===== config.mk =====
export PLATFORM = sky130hd
export DESIGN_NAME = seg7_disp_sched
export DESIGN_NICKNAME = d
export VERILOG_FILES = /design/src/rtl/seg7_pkg.sv /design/src/rtl/seg7_tick_gen.sv /design/src/rtl/seg7_disp_sched.sv
export SDC_FILE = /design/constraint.sdc
export NUM_CORES = 1
export LEC_CHECK = 0
export CELL_PAD_IN_SITES_DETAIL_PLACEMENT = 0
export CELL_PAD_IN_SITES_GLOBAL_PLACEMENT = 1
export CORE_ASPECT_RATIO = 1.4
export CORE_MARGIN = 2
export CORE_UTILIZATION = 30
export DETAILED_ROUTE_END_ITERATION = 6
export DONT_BUFFER_PORTS = 1
export GPL_TIMING_DRIVEN = 0
export PLACE_DENSITY = 0.65
export SLEW_MARGIN = 20
export SYNTH_ARGS = -nofsm -noshare
export SYNTH_HDL_FRONTEND = slang
export SYNTH_SLANG_ARGS = --single-unit

===== constraint.sdc =====
create_clock -name clk_50M -period 3.33 [get_ports clk_50M]
set_input_delay 0.666 -clock clk_50M [delete_from_list [all_inputs] [get_ports clk_50M]]
set_output_delay 0.666 -clock clk_50M [all_outputs]
set_load 0.01 [all_outputs]

===== src/rtl/seg7_pkg.sv =====
// Shared definitions for the seven-segment display scheduler: mode codes,
// FSM state type and the blank pattern.
package seg7_pkg;

    localparam logic [1:0] MODE_TIME = 2'b00;
    localparam logic [1:0] MODE_SET  = 2'b01;
    localparam logic [1:0] MODE_MSG  = 2'b10;

    // Active-low segments: all ones turns every segment off.
    localparam logic [6:0] SEG_BLANK = 7'h7F;

    typedef enum logic [1:0] {
        ST_TIME = MODE_TIME,
        ST_SET  = MODE_SET,
        ST_MSG  = MODE_MSG
    } state_t;

endpackage


===== src/rtl/seg7_tick_gen.sv =====
// Free-running modulo-TICK_DIV prescaler; tick is high for the single cycle
// at terminal count. restart forces the count back to zero.
module seg7_tick_gen #(
    parameter int TICK_DIV = 500000
) (
    input  logic clk,
    input  logic rst,
    input  logic restart,
    output logic tick
);

    localparam int CNT_W = $clog2(TICK_DIV);

    logic [CNT_W-1:0] cnt_reg;

    assign tick = (cnt_reg == CNT_W'(TICK_DIV - 1));

    always_ff @(posedge clk or posedge rst) begin
        if (rst) begin
            cnt_reg <= '0;
        end else if (restart || tick) begin
            cnt_reg <= '0;
        end else begin
            cnt_reg <= cnt_reg + CNT_W'(1);
        end
    end

endmodule


===== src/rtl/seg7_disp_sched.sv =====
// Chooses the source for the four seven-segment digits: running time, set-mode
// edit view, or a timed message. Edit-digit blink is built only with SEG7_BLINK_EN.
module seg7_disp_sched #(
    parameter int TICK_DIV   = 500000,
    parameter int MSG_HOLD   = 200,
    parameter int BLINK_HALF = 25
) (
    input  logic        clk_50M,
    input  logic        cr,
    input  logic [27:0] time_seg,
    input  logic        set_active,
    input  logic [27:0] set_seg,
    input  logic [1:0]  set_digit,
    input  logic        msg_req,
    input  logic [27:0] msg_seg,
    output logic [6:0]  Hex0,
    output logic [6:0]  Hex1,
    output logic [6:0]  Hex2,
    output logic [6:0]  Hex3,
    output logic [1:0]  mode,
    output logic        msg_ack,
    output logic        msg_busy
);

    import seg7_pkg::*;

    localparam int HOLD_W = $clog2(MSG_HOLD + 1);

    state_t            state_reg, state_next;
    logic [HOLD_W-1:0] hold_reg;
    logic [27:0]       msg_reg;
    logic [27:0]       hex_reg, hex_next;
    logic              ack_reg, busy_reg;
    logic              tick, restart, accept, expire, blank_phase;

    seg7_tick_gen #(.TICK_DIV(TICK_DIV)) u_tick_gen (
        .clk     (clk_50M),
        .rst     (cr),
        .restart (restart),
        .tick    (tick)
    );

    assign expire = (state_reg == ST_MSG) && tick && (hold_reg == HOLD_W'(MSG_HOLD - 1));

    always_comb begin
        state_next = state_reg;
        accept     = 1'b0;
        case (state_reg)
            ST_TIME: begin
                if (msg_req) begin
                    state_next = ST_MSG;
                    accept     = 1'b1;
                end else if (set_active) begin
                    state_next = ST_SET;
                end
            end
            ST_SET: begin
                if (msg_req) begin
                    state_next = ST_MSG;
                    accept     = 1'b1;
                end else if (!set_active) begin
                    state_next = ST_TIME;
                end
            end
            ST_MSG: begin
                // msg_req is only looked at when the hold period runs out.
                if (expire) begin
                    if (msg_req) begin
                        accept = 1'b1;
                    end else if (set_active) begin
                        state_next = ST_SET;
                    end else begin
                        state_next = ST_TIME;
                    end
                end
            end
            default: state_next = ST_TIME;
        endcase
    end

`ifdef SEG7_BLINK_EN
    localparam int BLINK_W = $clog2(BLINK_HALF + 1);

    logic [BLINK_W-1:0] blink_cnt_reg, blink_cnt_next;
    logic               phase_reg, phase_next;
    logic [1:0]         digit_reg;
    logic               blink_restart;

    // Restarting the prescaler with the blink count makes the first visible
    // half-period exactly BLINK_HALF ticks long.
    assign blink_restart = (state_next == ST_SET) &&
                           ((state_reg != ST_SET) || (set_digit != digit_reg));

    always_comb begin
        blink_cnt_next = blink_cnt_reg;
        phase_next     = phase_reg;
        if (blink_restart) begin
            blink_cnt_next = '0;
            phase_next     = 1'b0;
        end else if ((state_reg == ST_SET) && tick) begin
            if (blink_cnt_reg == BLINK_W'(BLINK_HALF - 1)) begin
                blink_cnt_next = '0;
                phase_next     = ~phase_reg;
            end else begin
                blink_cnt_next = blink_cnt_reg + BLINK_W'(1);
            end
        end
    end

    always_ff @(posedge clk_50M or posedge cr) begin
        if (cr) begin
            blink_cnt_reg <= '0;
            phase_reg     <= 1'b0;
            digit_reg     <= 2'd0;
        end else begin
            blink_cnt_reg <= blink_cnt_next;
            phase_reg     <= phase_next;
            digit_reg     <= set_digit;
        end
    end

    assign restart     = accept || blink_restart;
    assign blank_phase = phase_next;
`else
    logic unused_blink_cfg;
    assign unused_blink_cfg = (BLINK_HALF > 0);
    assign restart          = accept;
    assign blank_phase      = 1'b0;
`endif

    // Patterns are computed from the next state so they land with the mode change.
    always_comb begin
        hex_next = {4{SEG_BLANK}};
        for (int i = 0; i < 4; i++) begin
            case (state_next)
                ST_MSG:  hex_next[i*7 +: 7] = accept ? msg_seg[i*7 +: 7] : msg_reg[i*7 +: 7];
                ST_SET:  hex_next[i*7 +: 7] = (blank_phase && (set_digit == 2'(i))) ?
                                              SEG_BLANK : set_seg[i*7 +: 7];
                default: hex_next[i*7 +: 7] = time_seg[i*7 +: 7];
            endcase
        end
    end

    always_ff @(posedge clk_50M or posedge cr) begin
        if (cr) begin
            state_reg <= ST_TIME;
            hold_reg  <= '0;
            msg_reg   <= {4{SEG_BLANK}};
            hex_reg   <= {4{SEG_BLANK}};
            ack_reg   <= 1'b0;
            busy_reg  <= 1'b0;
        end else begin
            state_reg <= state_next;
            if (accept) begin
                msg_reg  <= msg_seg;
                hold_reg <= '0;
            end else if ((state_reg == ST_MSG) && tick) begin
                hold_reg <= hold_reg + HOLD_W'(1);
            end
            hex_reg  <= hex_next;
            ack_reg  <= accept;
            busy_reg <= (state_next == ST_MSG);
        end
    end

    assign Hex0     = hex_reg[6:0];
    assign Hex1     = hex_reg[13:7];
    assign Hex2     = hex_reg[20:14];
    assign Hex3     = hex_reg[27:21];
    assign mode     = state_reg;
    assign msg_ack  = ack_reg;
    assign msg_busy = busy_reg;

endmodule

# After elaboration in Yosys (flattened, before gate mapping)
# Index checks and enable logic that the tools add are counted.
word_totals:
  reg_bits: 87
  in_bits: 90
  out_inout_bits: 32
  elab_cells: 43
classes:
  add_sub_neg: 2
  n_eq_ne: 6
  mux: 22
  reduce_logical: 6
op_table:
  columns: ["op", "n"]
  rows:
  - ["7-bit one-hot mux with 2 select lines", 4]
  - ["7-bit two-way mux", 4]
  - ["19-bit by 1-bit adder with 19-bit output, second input constant", 1]
  - ["19-bit equality test, second input constant", 1]
  - ["19-bit two-way mux", 1]
  - ["8-bit two-way mux", 2]
  - ["2-bit two-way mux", 6]
  - ["8-bit by 1-bit adder with 8-bit output, second input constant", 1]
  - ["8-bit equality test, second input constant", 1]
  - ["2-bit one-hot mux with 3 select lines", 1]
  - ["2-bit by 1-bit equality test with 1-bit output, second input constant", 2]
  - ["2-bit equality test, second input constant", 2]
  - ["1-bit two-way mux", 3]
  - ["1-bit logical AND", 2]
  - ["2-bit zero test", 1]
  - ["1-bit one-hot mux with 2 select lines", 1]
  - ["2-bit nonzero test", 1]
  - ["2-bit OR reduction", 1]
  - ["1-bit logical OR", 1]

# Depth between registers and ports, before layout
logic_depth:
  depth_word: 7
  ltp_mapped: 13
  mapped_depth_nobuf: 10

# Hierarchy
# Synthesis repeated with hierarchy kept, for this count alone.
unflattened:
  hier_cells: 343
  hier_area_um2: 4189.0
modules_own_cells:
  columns: ["module", "n_inst", "cells_per_inst", "area_per_inst_um2", "seq_area_each_um2"]
  rows:
  - ["seg7_disp_sched", 1, 244, 3194.3, 1771.7]
  - ["seg7_tick_gen", 1, 99, 994.7, 475.5]

# Least setup slack after synthesis
# Ideal clock, no wire load.
synth_timing:
  path_type: "reg2reg"
  start: "reg u_tick_gen.cnt_reg[9]"
  end: "reg hex_reg[11]"
  setup_time_ns: 0.088
  arrival_time_ns: 3.037
  t_required_ns: 3.242
  slack_ns: 0.205
  path_stages_with_launch: 12
  path_buffers: 2
  synth_period_minus_slack_ns: 3.125
  cell_sequence: "dfrtp_1 -> or4b_4 -> nand2b_1 -> or3_1 -> o32a_1 -> ha_1 -> and3b_1 -> clkbuf_1 -> clkbuf_1 -> a221o_1 -> nand2_1 -> o211ai_1"
synth_via:
  elab_chain_cells: 7
  elab_cells_between_ends: 11
  classes_between: "eq/ne: 3; mux: 6; reduce/logical: 2"
synth_rtl:
  columns: ["element", "line", "source"]
  rows:
  - ["from (decl)", "seg7_tick_gen.sv:14", "logic [CNT_W-1:0] cnt_reg;"]
  - ["from (signal assigned)", "seg7_tick_gen.sv:24", "cnt_reg <= cnt_reg + CNT_W'(1);"]
  - ["19-bit equality test *", "seg7_tick_gen.sv:16", "assign tick = (cnt_reg == CNT_W'(TICK_DIV - 1));"]
  - ["1-bit logical AND * (2 in a row)", "seg7_disp_sched.sv:43", "assign expire = (state_reg == ST_MSG) && tick && (hold_reg == HOLD_W'(MSG_HOLD - 1));"]
  - ["2-bit two-way mux *", "seg7_disp_sched.sv:67", "if (expire) begin"]
  - ["2-bit one-hot mux with 3 select lines *", "seg7_disp_sched.sv:48", "case (state_reg)"]
  - ["net state_next[1]", "seg7_disp_sched.sv:29", "state_t state_reg, state_next;"]
  - ["2-bit by 1-bit equality test with 1-bit output / 2-bit equality test (equally long branches)", "seg7_disp_sched.sv:135", "case (state_next)"]
  - ["7-bit one-hot mux with 2 select lines *", "seg7_disp_sched.sv:135", null]
  - ["net hex_next[11]", "seg7_disp_sched.sv:32", "logic [27:0] hex_reg, hex_next;"]
  - ["to (signal assigned)", "seg7_disp_sched.sv:149", "hex_reg <= {4{SEG_BLANK}};"]
  - ["to (signal assigned)", "seg7_disp_sched.sv:160", "hex_reg <= hex_next;"]
  - ["to (decl)", "seg7_disp_sched.sv:32", null]
# The timed path passes the listed nets; every way through them passes the cells marked *.
# A chain may end at the register's enable or synchronous reset.

# Worst setup path in the final report
layout_timing:
  start: "reg u_tick_gen.cnt_reg[9]"
  end: "reg hex_reg[18]"
# Same word-level chain as after synthesis.

==> impl_metrics.env <==
export IMPL_status="finished clean"
export IMPL_synth_cells=602
export IMPL_dpl_cell_area_mm2=0.00580
export IMPL_yosys_cell_types_count=53
export IMPL_synth_edff_count=0
export IMPL_ys_async_sr_fraction_pct=100
export IMPL_io_pin_count=122
export IMPL_yosysTopAreaCell="dfstp_2"
export IMPL_drc=0
export IMPL_vias=5219
export IMPL_overflow=0
export IMPL_ant_nets=0
export IMPL_crit_type="reg2reg"
export IMPL_crit_fanout=10
export IMPL_syn_to_final_growth_pct=14.0
export IMPL_synth_seq_area_share_pct=41.1
export IMPL_mostFrequentLayoutCells="nand4_1, nand2_1, o211ai_1"
export IMPL_clock_path_buffers=2
export IMPL_synth_top_area_share_pct=26.9
export IMPL_synthFlopType="dfstp_2"
export IMPL_numCtsBuffers=9
export IMPL_wire_per_inst_um=21.7
export IMPL_final_nets=710
export IMPL_drive_above_1_share_pct=20.0
export IMPL_max_slew_margin_rel_pct=43.2
export IMPL_initial_core_util_pct=30.5
export IMPL_fin_crit_sh_pct=95.7
export IMPL_die_area_mm2=0.0193
export IMPL_grt_pass1_wl_um=29300
export IMPL_die_x_um=118
export IMPL_arrival_ns=3.43
export IMPL_ir_worst_vdd_uv=279
export IMPL_p_leak_nw=2.51
export IMPL_synth_area_top_cells="dfstp_2, dfrtp_1, o211ai_1"
export IMPL_setup_viol=0
export IMPL_cts_sinks=87
export IMPL_timing_fmax_mhz=314
export IMPL_worstHoldPathType="in2async"
export IMPL_htreeDepth=3
export IMPL_synth_ff_latch_count=87
export IMPL_row_count=58
export IMPL_first_iter_violations=303
export IMPL_design_core_area_mm2=0.0179
export IMPL_firstDrtPassIters=5
export IMPL_clk_latency_ns=0.34
export IMPL_grt_setup_unrepaired="false"
export IMPL_yosysWarnings=0
export IMPL_via_per_inst=6.04
export IMPL_drt_total_wl_um=18800
export IMPL_hold_viol=0
export IMPL_syn_area_per_cell_um2=9.08
export IMPL_fin_skew_ns=0.00698
export IMPL_tritoncts="yes"
export IMPL_period_minus_slack_ns=3.19
export IMPL_grt_max_degree=66
export IMPL_die_h_um=164
export IMPL_design_area_mm2=0.00623
export IMPL_layout_commonest_cell="nand4_1"
export IMPL_grt_total_usage_pct=19.4
export IMPL_finalMaxSlewViolations=0
export IMPL_dp_hpwl_um=13600
export IMPL_end_kind="flip-flop"
export IMPL_syn_cell_area_mm2=0.00546
export IMPL_worstPathRequired_ns=3.58
export IMPL_total_power_mw=4.66
export IMPL_clockRootBuffer="clkbuf_16"
export IMPL_globalplace_congestion=0.892
export IMPL_crit_path_start_kind="flip-flop"
export IMPL_maxCapViolations=0
export IMPL_syn_nets=696
export IMPL_worst_pin_slew_ns=0.845
export IMPL_clkTransAtPathRegs_ns=0.07
export IMPL_p_per_area_mw_per_mm2=749
export IMPL_grt_pass1_vias=5226
export IMPL_port_buffers=0
export IMPL_antenna_found_initial=4
## layout make-up
class                   instances  area, µm²
fillers                      1858      11700
multi-input cells             448       2980
diodes                          3       7.51
plain buffers                  58        283
well taps                     240        300
clock buffers                   9        225
repair buffers                  6       65.1
flip-flops and latches         87       2250
inverters                       6       27.5
clock inverters                 7       87.6
## cells by family after synthesis
family	share of synthesized area [%]
AOI/OAI and AO/OA	20.3
xor gates and xnor gates	2.40
adders and majority gates	0.916
buffers and inverters	5.01
DFF	41.1
muxes	0.366
and+or+nand+nor	29.9
## cells in the mapped netlist (5+ instances only)
library cell and number:
or3_1 5, buf_1 6, nand2b_1 30, nand2_1 65
xnor2_1 6, buf_2 14, a221o_1 28, and3_1 35
dfstp_2 56, inv_1 6, a2bb2oi_1 28, o211ai_1 57
dfrtp_1 31, nor2_1 19, clkbuf_1 39, xor2_1 9
nand3_1 37, nand4_1 68
## worst max-delay path, cell delays in order, from the launching register on
cell,delay [ns]
dfrtp_2,0.42
or4b_4,0.55
nand2b_4,0.17
or3_4,0.40
o32a_1,0.32
ha_2,0.23
and3b_2,0.25
clkbuf_4,0.21
a221o_1,0.34
nand2_1,0.08
o211ai_1,0.11
## metrics by stage
stage | hold WS (ns) | util (%) | cells | setup TNS, ns | worst slack (ns)
detailed placement | 0.481 | 32.3 | 843 | -19.24 | -0.879
global route | 0.384 | 34.7 | 864 | 0 | 0.0321
global placement | 0.476 | 32.2 | 842 | -42.53 | -0.884
floorplan | 0.448 | - | 602 | 0 | 0.205
finish | 0.363 | 34.7 | 864 | 0 | 0.144
CTS | 0.370 | 34.4 | 857 | 0 | 0.00495
## where the power goes
part | internal (mW) | switching (mW)
Sequential | 1.48 | 0.241
Combinational | 0.786 | 1.06
Clock | 0.651 | 0.435
## metal layers
layer	track usage (%)	share of wire [%]	wire length [µm]	vias up
li1	-	-	-	2346
met1	22.3	39	7320	2641
met2	34.2	52	9720	191
met3	4.16	6.1	1140	39
met4	9.20	3.1	578	2
met5	0	0.0053	1	-
## worst paths after layout
path / start / endpoint / slack (ns) / cells past startpoint
max reg2reg: u_tick_gen.cnt_reg[9] / hex_reg[18] / 0.14 / 10
max in group asynchronous: cr / msg_reg[1] / 2.54 / 2
min: cr / hex_reg[27] / 0.36 / 1
max: u_tick_gen.cnt_reg[9] / hex_reg[18] / 0.14 / 10
min reg2reg: u_tick_gen.cnt_reg[0] / u_tick_gen.cnt_reg[0] / 0.49 / 1
min in group clk_50M: msg_seg[11] / msg_reg[11] / 0.45 / 2
## timing repair
item	CTS	global route
setup buffers	1	4
pin swaps	1	3
setup endpoints to repair	28	27
hold buffers	0	0
resized for setup	26	14
No activity file was read; power rests on OpenSTA's default activity.
